--- src/rtl/tick_scheduler_if.sv ---
// Configuration port of the tick scheduler: one request carries a channel
// number, a period in base ticks and a one-shot flag.
//
// Handshake: the master raises cfg_valid and holds cfg_ch/cfg_period/
// cfg_oneshot stable until it sees cfg_valid && cfg_ready at a rising edge.
// That edge is the transfer, and the data is sampled only then. The slave
// may drop cfg_ready at any time. cfg_err is a one-cycle pulse from the
// slave in the cycle after a transfer whose request was refused.
interface tick_scheduler_if #(
   parameter int NUM_CH = 4,
   parameter int PW     = 8
);
   localparam int CW = (NUM_CH > 1) ? $clog2(NUM_CH) : 1;

   logic          cfg_valid;
   logic          cfg_ready;
   logic [CW-1:0] cfg_ch;
   logic [PW-1:0] cfg_period;
   logic          cfg_oneshot;
   logic          cfg_err;

   modport master (
      output cfg_valid, cfg_ch, cfg_period, cfg_oneshot,
      input  cfg_ready, cfg_err
   );

   modport slave (
      input  cfg_valid, cfg_ch, cfg_period, cfg_oneshot,
      output cfg_ready, cfg_err
   );
endinterface

--- src/rtl/tick_scheduler.sv ---
// Tick scheduler: several independent timing channels share one divided
// clock-enable pulse. Each channel counts base ticks and emits a one-cycle
// ch_tick after a programmable number of them, periodically or once.
module tick_scheduler #(
   parameter int NUM_CH         = 4,
   parameter int PW             = 8,
   parameter int DEFAULT_PERIOD = 1
) (
   input  logic                clk_in,
   input  logic                reset,
   input  logic                tick_in,
   tick_scheduler_if.slave     cfg,
   input  logic [NUM_CH-1:0]   start,
   input  logic [NUM_CH-1:0]   stop,
   output logic [NUM_CH-1:0]   ch_tick,
   output logic [NUM_CH-1:0]   ch_active
);

   localparam int CW = (NUM_CH > 1) ? $clog2(NUM_CH) : 1;
   localparam logic [CW:0] NUM_CH_W = (CW+1)'(NUM_CH);

   typedef enum logic {
      IDLE = 1'b0,
      RUN  = 1'b1
   } state_t;

   state_t        state   [NUM_CH];
   logic [PW-1:0] count   [NUM_CH];
   logic [PW-1:0] period  [NUM_CH];
   logic          oneshot [NUM_CH];

   logic              accept;
   logic              bad_req;
   logic [CW:0]       ch_ext;
   logic [NUM_CH-1:0] cfg_hit;

   assign accept  = cfg.cfg_valid && cfg.cfg_ready;
   assign ch_ext  = {1'b0, cfg.cfg_ch};
   // A zero period would never expire and an unknown channel has no state to update.
   assign bad_req = (cfg.cfg_period == '0) || (ch_ext >= NUM_CH_W);

   // Decode which channel (if any) takes the accepted configuration.
   always_comb begin
      cfg_hit = '0;
      for (int i = 0; i < NUM_CH; i++) begin
         cfg_hit[i] = accept && !bad_req && (cfg.cfg_ch == CW'(i));
      end
   end

   // Activity is read straight off the state register so it drops in the pulse cycle.
   always_comb begin
      ch_active = '0;
      for (int i = 0; i < NUM_CH; i++) begin
         ch_active[i] = (state[i] == RUN);
      end
   end

   // Per-channel FSM: stop beats start beats tick_in; config lands after this cycle's tick.
   always_ff @(posedge clk_in or posedge reset) begin
      if (reset) begin
         for (int i = 0; i < NUM_CH; i++) begin
            state[i]   <= IDLE;
            count[i]   <= '0;
            period[i]  <= PW'(DEFAULT_PERIOD);
            oneshot[i] <= 1'b0;
         end
         ch_tick <= '0;
      end else begin
         for (int i = 0; i < NUM_CH; i++) begin
            ch_tick[i] <= 1'b0;
            if (stop[i]) begin
               state[i] <= IDLE;
               count[i] <= '0;
            end else if (start[i]) begin
               // Restart discards any tick_in arriving in the same cycle.
               state[i] <= RUN;
               count[i] <= '0;
            end else if ((state[i] == RUN) && tick_in) begin
               // ">=" lets a shortened period fire on the very next tick.
               if (count[i] >= (period[i] - 1'b1)) begin
                  count[i]   <= '0;
                  ch_tick[i] <= 1'b1;
                  if (oneshot[i]) begin
                     state[i] <= IDLE;
                  end
               end else begin
                  count[i] <= count[i] + 1'b1;
               end
            end
            if (cfg_hit[i]) begin
               period[i]  <= cfg.cfg_period;
               oneshot[i] <= cfg.cfg_oneshot;
            end
         end
      end
   end

   // Config port: ready drops for one cycle after each transfer, error flags a refused one.
   always_ff @(posedge clk_in or posedge reset) begin
      if (reset) begin
         cfg.cfg_ready <= 1'b1;
         cfg.cfg_err   <= 1'b0;
      end else begin
         cfg.cfg_ready <= !accept;
         cfg.cfg_err   <= accept && bad_req;
      end
   end

endmodule
--- src/flat_wrapper.sv ---
// flat-port wrapper written by rule: the top's interface ports become plain ports
module tick_scheduler_flat 
#(
   parameter int NUM_CH         = 4,
   parameter int PW             = 8,
   parameter int DEFAULT_PERIOD = 1
)
  (clk_in, reset, tick_in, start, stop, ch_tick, ch_active, cfg_cfg_valid, cfg_cfg_ch, cfg_cfg_period, cfg_cfg_oneshot, cfg_cfg_ready, cfg_cfg_err);
  tick_scheduler_if #(.NUM_CH(NUM_CH), .PW(PW)) cfg_i ();
  input  logic clk_in;
  input  logic reset;
  input  logic tick_in;
  input  logic [NUM_CH-1:0] start;
  input  logic [NUM_CH-1:0] stop;
  output logic [NUM_CH-1:0] ch_tick;
  output logic [NUM_CH-1:0] ch_active;
  input wire logic [$bits(cfg_i.cfg_valid)-1:0] cfg_cfg_valid;
  input wire logic [$bits(cfg_i.cfg_ch)-1:0] cfg_cfg_ch;
  input wire logic [$bits(cfg_i.cfg_period)-1:0] cfg_cfg_period;
  input wire logic [$bits(cfg_i.cfg_oneshot)-1:0] cfg_cfg_oneshot;
  output wire logic [$bits(cfg_i.cfg_ready)-1:0] cfg_cfg_ready;
  output wire logic [$bits(cfg_i.cfg_err)-1:0] cfg_cfg_err;
  assign cfg_i.cfg_valid = cfg_cfg_valid;
  assign cfg_i.cfg_ch = cfg_cfg_ch;
  assign cfg_i.cfg_period = cfg_cfg_period;
  assign cfg_i.cfg_oneshot = cfg_cfg_oneshot;
  assign cfg_cfg_ready = cfg_i.cfg_ready;
  assign cfg_cfg_err = cfg_i.cfg_err;
  tick_scheduler #(.NUM_CH(NUM_CH), .PW(PW), .DEFAULT_PERIOD(DEFAULT_PERIOD)) u_core (.clk_in(clk_in), .reset(reset), .tick_in(tick_in), .cfg(cfg_i), .start(start), .stop(stop), .ch_tick(ch_tick), .ch_active(ch_active));
endmodule
--- config.mk ---
export PLATFORM = sky130hd
export DESIGN_NAME = tick_scheduler_flat
export DESIGN_NICKNAME = d
export VERILOG_FILES = /design/src/rtl/tick_scheduler_if.sv /design/src/rtl/tick_scheduler.sv /design/src/flat_wrapper.sv
export SDC_FILE = /design/constraint.sdc
export NUM_CORES = 1
export LEC_CHECK = 0
export BUFFER_PORTS_ARGS = -buffer_cell sky130_fd_sc_hd__buf_2
export CAP_MARGIN = 20
export CELL_PAD_IN_SITES_DETAIL_PLACEMENT = 1
export CELL_PAD_IN_SITES_GLOBAL_PLACEMENT = 1
export CORE_MARGIN = 2
export CORE_UTILIZATION = 51
export CTS_CLUSTER_SIZE = 8
export DETAILED_ROUTE_END_ITERATION = 10
export PLACE_DENSITY_LB_ADDON = 0.12
export SLEW_MARGIN = 30
export SYNTH_ARGS = -nofsm -noshare
export SYNTH_HDL_FRONTEND = slang
export SYNTH_SLANG_ARGS = --single-unit
--- constraint.sdc ---
create_clock -name clk_in -period 5.35 [get_ports clk_in]
set_clock_uncertainty 0.15 [all_clocks]
set_input_delay 0.8025 -clock clk_in [delete_from_list [all_inputs] [get_ports clk_in]]
set_output_delay 0.8025 -clock clk_in [all_outputs]
set_load 0.01 [all_outputs]
* Word-level counts from Yosys, hierarchy flattened *
Cells that the tools add are included.

cells by class
  $add $sub $neg = 8
  $mul = 0
  div/mod/pow operators = 0
  magnitude comparators = 5
  equality and inequality tests = 3
  shifts and indexed selects = 0
  mux-type cells = 52
  bitwise logic cells = 0
  reduce and logical (&&, ||, !) cells = 32

operators by type and width
  operator                                                                              count
  8-bit two-way mux                                                                     16
  1-bit two-way mux                                                                     36
  3-bit nonzero test                                                                    12
  8-bit by 1-bit adder with 8-bit output (second input constant)                        4
  8-bit greater-or-equal comparator                                                     4
  8-bit by 1-bit subtractor with 8-bit output (second input constant)                   4
  3-bit AND reduction                                                                   4
  1-bit logical AND                                                                     11
  8-bit zero test                                                                       1
  2-bit equality test (second input constant)                                           2
  2-bit by 3-bit greater-or-equal comparator with 1-bit output (second input constant)  1
  2-bit by 1-bit equality test with 1-bit output (second input constant)                1
  1-bit zero test                                                                       2
  2-bit zero test                                                                       1
  1-bit logical OR                                                                      1

storage, ports and cells
  flip-flop bits (word level) = 78
  bits in latches = 0
  memory bits (writable) = 0
  ROM bits = 0
  word-level logic and storage cells = 119
  memories kept = 0

* Depth between registers and ports, before layout *
Gate-level depths: netlist of run 1.

  depth in word-level cells = 6
  depth in mapped cells = 12

* Worst setup path after synthesis of run 1 *
OpenSTA, ideal clock, no wires.

  path kind = register to register
  from = register u_core.period[0] (netlist bit)
  to = register u_core.count[0] (netlist bit)
  data arrival time = 2213 ps
  setup slack = 2910 ps
  cell stages (with the launch flop) = 11
  buffers on the path = 1
  cells stage by stage = dfstp_2 > inv_1 > ha_1 > xnor2_1 > ha_1 > a211oi_1 > o21ai_0 > a21oi_1 > buf_2 > nand4_1 > a21oi_1

on the way
  longest elaborated chain between the ends = 6

ends and longest elaborated chain
  item                                         line                  source
  start: declaration                           tick_scheduler.sv:29  logic [PW-1:0] period [NUM_CH];
  start signal: indexed assignment             tick_scheduler.sv:64  period[i] <= PW'(DEFAULT_PERIOD);
  start signal: indexed assignment             tick_scheduler.sv:91  period[i] <= cfg.cfg_period;
  8-bit by 1-bit subtractor with 8-bit output  tick_scheduler.sv:80  if (count[i] >= (period[i] - 1'b1)) begin
  8-bit greater-or-equal comparator            tick_scheduler.sv:80
  8-bit two-way mux                            tick_scheduler.sv:80
  8-bit two-way mux                            tick_scheduler.sv:78  end else if ((state[i] == RUN) && tick_in) begin
  8-bit two-way mux                            tick_scheduler.sv:74  end else if (start[i]) begin
  8-bit two-way mux                            tick_scheduler.sv:71  if (stop[i]) begin
  end signal: indexed assignment               tick_scheduler.sv:87  count[i] <= count[i] + 1'b1;
  end: declaration                             tick_scheduler.sv:28  logic [PW-1:0] count [NUM_CH];

No other way between the ends. The select of a mux whose other input is x is not followed.
A chain may end at the register's enable or synchronous reset.

* Worst setup path in the final report of run 1 *
  from = register u_core.period[24] (netlist bit)
  to = register u_core.count[26] (netlist bit)

The elaborated chain is that of the path after synthesis.

==> flow_summary.yaml, run 1 <==
status:
  status: "finished, final reports clean"
routing:
  post_drt_wl_per_cell_um: 18.5
  antenna_left: 0
  routed_via_density: 5.98
  drtPass1Iterations: 4
  remaining_drc_errors: 0
  initialDrtViolationCount: 111
  num_vias: 3883
  routed_wl_um: 12000
final_layout:
  antenna_cells: 0
  area_growth_pct: 10.4
  multiInputGateArea_um2: 2690
  fillers: 1027
  utilization_pct: 57.6
  regArea_um2: 1960
  nets: 596
  drive_gt1_share_pct: 19.5
clocking:
  htreeDepth: 3
  ctsResizeCount: 0
  hold_buffers: 0
  post_cts_buffers: 0
  clockBufferDepth: 2
  cts_buffers: 9
  clk_pin_slew_ps: 90
  cts_tree: "built"
  clk_latency_ps: 360
  cts-root-buf: "clkbuf_8"
  clock-sinks: 78
yosys:
  ys.warnings.count: 0
  synth_compound_area_share_pct: 8.73
  synth_area_um2: 4770
  synth-seq-area-share_pct: 41.0
  yosysTopAreaCellShare_pct: 38.3
  synthAdderAreaFrac_pct: 10.5
  yosys-top-cells-area: "dfrtp_1 38%, ha_1 10%, nand2_1 6.2%"
  synth_top_family_by_area: "simple AND/OR/NAND/NOR gates"
  syn_avg_cell_area_um2: 9.45
  synth-edff-count: 0
  async_reset_ff_share_pct: 100
  synth_xor_area_share_pct: 4.40
  synth_ff_type: "dfrtp_1"
  ys_ff_latch: 78
  yosysMostFrequentCell: "nand2_1"
  synthSimpleGateAreaFrac_pct: 22.3
  synth.area.mux_share_pct: 9.91
  yosysUniqueCellTypes: 35
  synth.net_count: 568
  yosysTopAreaCell: "dfrtp_1"
  synthCells: 505
  yosys-top-cells-count: "79 x nand2_1, 73 x dfrtp_1, 40 x ha_1"
die:
  placementRows: 35
  io_pins: 33
  dieArea_um2: 10100
  die_h_um: 101
  core_region_area_um2: 9150
  die_w_um: 101
  initial_core_util_pct: 52.2
setup_path:
  worstSetupPathType: "flip-flop to flip-flop"
  path_cells: "inv_1, ha_1, xnor2_1, ha_1, a211oi_1, o21ai_0, a21oi_1, o21ai_0, a21oi_1"
  slowest_delay_ps: 750
  crit_slowest_cell: "a21oi_1"
  crit_path_end_kind: "flip-flop"
  required_ps: 5490
  cp_top_family: "compound AO/OA/AOI/OAI gates"
  critPathLaunch: "u_core.period[24]"
  start_kind: "flip-flop"
  worstPathArrival_ps: 3250
  cp_max_fo: 12
  r2r-start: "u_core.period[24]"
  cp_num_buf_inv: 1
timing:
  report.final.slew_viol_count: 0
  finalHoldViolCount: 0
  tightestPinTransition_ps: 898
  whs_ps: 298
  rsz0062_at_grt: "false"
  setup_tns_ps: 0
  slew_headroom_pct: 40.2
  fin_crit_ps: 3110
  fin_crit_sh_pct: 58.2
  fmax_mhz: 321
  finalSetupViolCount: 0
hold_path:
  min_path_type: "primary input to async pin"
run:
  maxCapViolCount: 0
power_and_ir_drop:
  irDropWorstVdd_uv: 214
  p_leak_nw: 2.31
  power_density_nw_per_um2: 320
global_route:
  grt_pass1_wl_um: 19600
  grt_pass1_vias: 3999
  antenna_found_initial: 0
  grt_start_max_net_pins: 54
  grt_overflow: 0
  track_usage_pct: 24.7
placed_design:
  place_hpwl_um: 8380
  place_congestion: 0.804
  place.port_buffers: 32
[worst paths after layout]
path | endpoint | slack (ps) | cells after the start
setup reg to reg | u_core.count[26] | 2240 | 9
hold reg to reg | u_core.oneshot[3] | 360 | 1
hold / removal | u_core.count[23] | 300 | 2
setup / recovery | u_core.count[26] | 2240 | 9
max in group asynchronous | u_core.period[13] | 3700 | 3
min in group clk_in | u_core.oneshot[3] | 360 | 1
[layer usage]
layer | vias up | track usage, % | wire (um)
met1 | 1981 | 32.8 | 5420
met4 | 0 | 7.06 | 156
met2 | 44 | 42.7 | 6150
met3 | 12 | 2.91 | 275
li1 | 1846 | - | -
met5 | - | 0 | 0
[flip-flops by register name, summed over array words and instances, names as in the netlist]
| signal | count |
|---|---|
| u_core.ch_tick | 4 |
| u_core.ch_active | 4 |
| u_core.oneshot | 4 |
| u_core.period | 32 |
| u_core.count | 32 |
| u_core.cfg.cfg_err | 1 |
| u_core.cfg.cfg_ready | 1 |
[kinds of logic (layout without fill, tap and decap cells)]
kind of cell / count (synthesis) / in the layout
xor+xnor: 24 / 24
fa+ha+maj: 40 / 40
mux: 36 / 36
flops: 78 / 78
buf+inv: 34 / 67
simple gates: 216 / 216
compound gates: 77 / 77
[cell type report]
cell class / instances / share of cell area [%]
Multi-Input combinational cell: 393 / 51.0
Inverter: 18 / 1.31
Timing Repair Buffer: 33 / 3.18
Sequential cell: 78 / 37.1
Clock buffer: 11 / 2.68
Tap cell: 111 / 2.63
Clock inverter: 5 / 2.02
[power by group]
group	leakage, nW	internal [mW]	total [mW]	switching [mW]
combinational	1.19	0.187	0.390	0.204
sequential	1.00	0.661	0.736	0.0747
clock	0.120	0.324	0.560	0.236
[metrics by stage]
step / setup WS, ps / area (um^2) / total power, mW / instances
floorplan: 2410 / 4770 / 1.02 / 505
global placement: 2380 / 5000 / 1.09 / 633
detailed placement: 2140 / 5000 / 1.12 / 633
CTS: 2080 / 5250 / 1.69 / 649
global route: 1990 / 5270 / 1.77 / 649
finish: 2240 / 5270 / 1.69 / 649
[placed cells by master (no fill, tap or decap), types with 2 or more instances in the layout]
| cell | netlist | routed |
|---|---|---|
| nor3b_1 | 4 | 4 |
| a31oi_1 | 9 | 9 |
| nor3b_4 | 0 | 2 |
| nor2_1 | 22 | 22 |
| mux2_1 | 3 | 3 |
| a21oi_1 | 34 | 31 |
| xor2_1 | 7 | 7 |
| o21ai_0 | 26 | 26 |
| mux2_4 | 18 | 18 |
| nand3_1 | 30 | 30 |
| o21a_1 | 3 | 3 |
| mux2_2 | 15 | 15 |
| nor4_1 | 8 | 8 |
| a211oi_1 | 5 | 5 |
| dfstp_2 | 5 | 5 |
| ha_1 | 40 | 40 |
| bufinv_16 | 0 | 3 |
| xnor2_1 | 17 | 17 |
| clkbuf_8 | 0 | 10 |
| nand4_1 | 10 | 10 |
| nor2b_1 | 8 | 8 |
| inv_1 | 18 | 17 |
| or2_2 | 10 | 10 |
| nand2_1 | 79 | 79 |
| a21oi_2 | 0 | 3 |
| nand3_2 | 2 | 2 |
| nor3_1 | 28 | 28 |
| or3_1 | 2 | 2 |
| buf_2 | 5 | 32 |
| and3_1 | 7 | 7 |
| dfrtp_1 | 73 | 73 |
No activity file was read; power rests on OpenSTA's default activity.
==> run 2: changes to the inputs <==
- CORE_UTILIZATION: 51 -> 47
- clock period: 5.35 -> 2.95 ns (I/O delays scaled with it)
==> flow_summary.yaml, run 2 (synthesis gave the netlist of run 1 again) <==
timing:
  finalSetupViolCount: 0
  setup_slack_ps: 264
  fin_crit_ps: 2690
  fin_crit_sh_pct: 91.1
  setup_tns_ps: 0
  fmax_mhz: 372
  slew_headroom_pct: 37.6
  tightestPinTransition_ps: 931
  finalHoldViolCount: 0
  whs_ps: 21.6
  report.final.slew_viol_count: 0
  rsz0062_at_grt: "false"
final_layout:
  nets: 602
  area_growth_pct: 10.0
  layout_commonest_cell: "nand2_1"
  antenna_cells: 0
  final_cell_mix: "79 x nand2_1, 73 x dfrtp_1, 40 x ha_1, 33 x a21oi_1, 32 x buf_2"
  drive_gt1_share_pct: 19.7
  top_regs: "u_core.count (32), u_core.period (32)"
routing:
  antenna_left: 0
  post_drt_wl_per_cell_um: 16.9
  routed_wl_um: 11400
  num_vias: 3812
  drtPass1Iterations: 5
  remaining_drc_errors: 0
  routed_via_density: 5.64
  initialDrtViolationCount: 186
global_route:
  grt_pass1_wl_um: 19400
  grt_use_met3_pct: 2.74
  grt_pass1_vias: 4004
  grt_start_max_net_pins: 39
  grt.met1_usage_pct: 28.4
  busiest_layer: "met2"
  track_usage_pct: 22.1
  grt_overflow: 0
  antenna_found_initial: 0
  use_met2_pct: 38.0
clocking:
  clockBufferDepth: 2
  clock-sinks: 78
  hold_buffers: 0
  cts-root-buf: "clkbuf_8"
  cts_tree: "built"
  clk_pin_slew_ps: 80
  clk_latency_ps: 350
  cts_buffers: 9
  htreeDepth: 3
die:
  core_region_area_um2: 9820
  placementRows: 36
  dieArea_um2: 11000
  die_h_um: 105
  initial_core_util_pct: 48.6
  die_w_um: 105
  io_pins: 33
setup_path:
  start_kind: "flip-flop"
  worstSetupPathType: "flip-flop to flip-flop"
  r2r-start: "u_core.period[26]"
  critPathLaunch: "u_core.period[26]"
  crit_path_end_kind: "flip-flop"
  cp_max_fo: 9
  required_ps: 3070
  worstPathArrival_ps: 2800
placed_design:
  place_hpwl_um: 8530
  place_congestion: 0.788
  place.port_buffers: 32
  post-place-ws_ps: 206
power_and_ir_drop:
  power.total_mw: 2.72
  irDropWorstVdd_uv: 407
  p_leak_nw: 2.29
  power_density_nw_per_um2: 519
run:
  maxCapViolCount: 0
hold_path:
  min_path_type: "primary input to async pin"
status:
  status: "finished, final reports clean"
## run 2: layout make-up
cell class	count	area (um^2)
clock inverters	4	25.0
multi-input cells	393	2680
fillers	1190	4570
repair buffers	39	225
flip-flops and latches	78	1960
clock buffers	11	131
inverters	18	68.8
well taps	133	166
## run 2: path summary, 6_finish.rpt
kind / to / slack, ps / depth (start not counted)
worst max register to register: u_core.count[30] / 260 / 11
max in group asynchronous: u_core.period[0] / 1960 / 3
min in group clk_in: u_core.ch_active[0] / 90 / 2
worst max-delay path: u_core.count[30] / 260 / 11
worst min-delay path: u_core.count[19] / 20 / 2
worst min register to register: u_core.oneshot[3] / 350 / 1
## run 2: what timing repair did
item | in CTS | in global routing
setup buffers | 0 | 0
endpoints found under the setup margin | 0 | 6
gates resized for setup | 0 | 1
## run 2: report_power, final
group	internal [mW]	total (mW)	switching (mW)	leakage (nW)
registers	1.20	1.33	0.133	1.00
logic	0.346	0.699	0.352	1.21
clock network	0.299	0.693	0.394	0.0752
total	1.84	2.72	0.880	2.29
## run 2: stage by stage
stage                     instances  instance area (um^2)  utilization [%]
after floorplan                 505                  4770                -
after global placement          661                  5080             51.8
after detailed placement        661                  5080             51.8
after CTS                       676                  5240             53.4
after global routing            676                  5250             53.5
final                           676                  5250             53.5
## run 2: per-layer routing
layer	wire (um)	vias to the layer above
li1	-	1854
met1	5360	1902
met2	5600	39
met3	231	17
met4	218	0
met5	0	-
## run 2: critical path, stage by stage, from the launching register on
cell and delay, ps:
dfrtp_1 420, nor2_1 140, nand3_1 120, nor4_1 300
xnor2_1 190, ha_1 280, a21oi_1 150, o21ai_0 140
a21oi_2 230, buf_4 200, nand4bb_1 120, a21oi_1 160
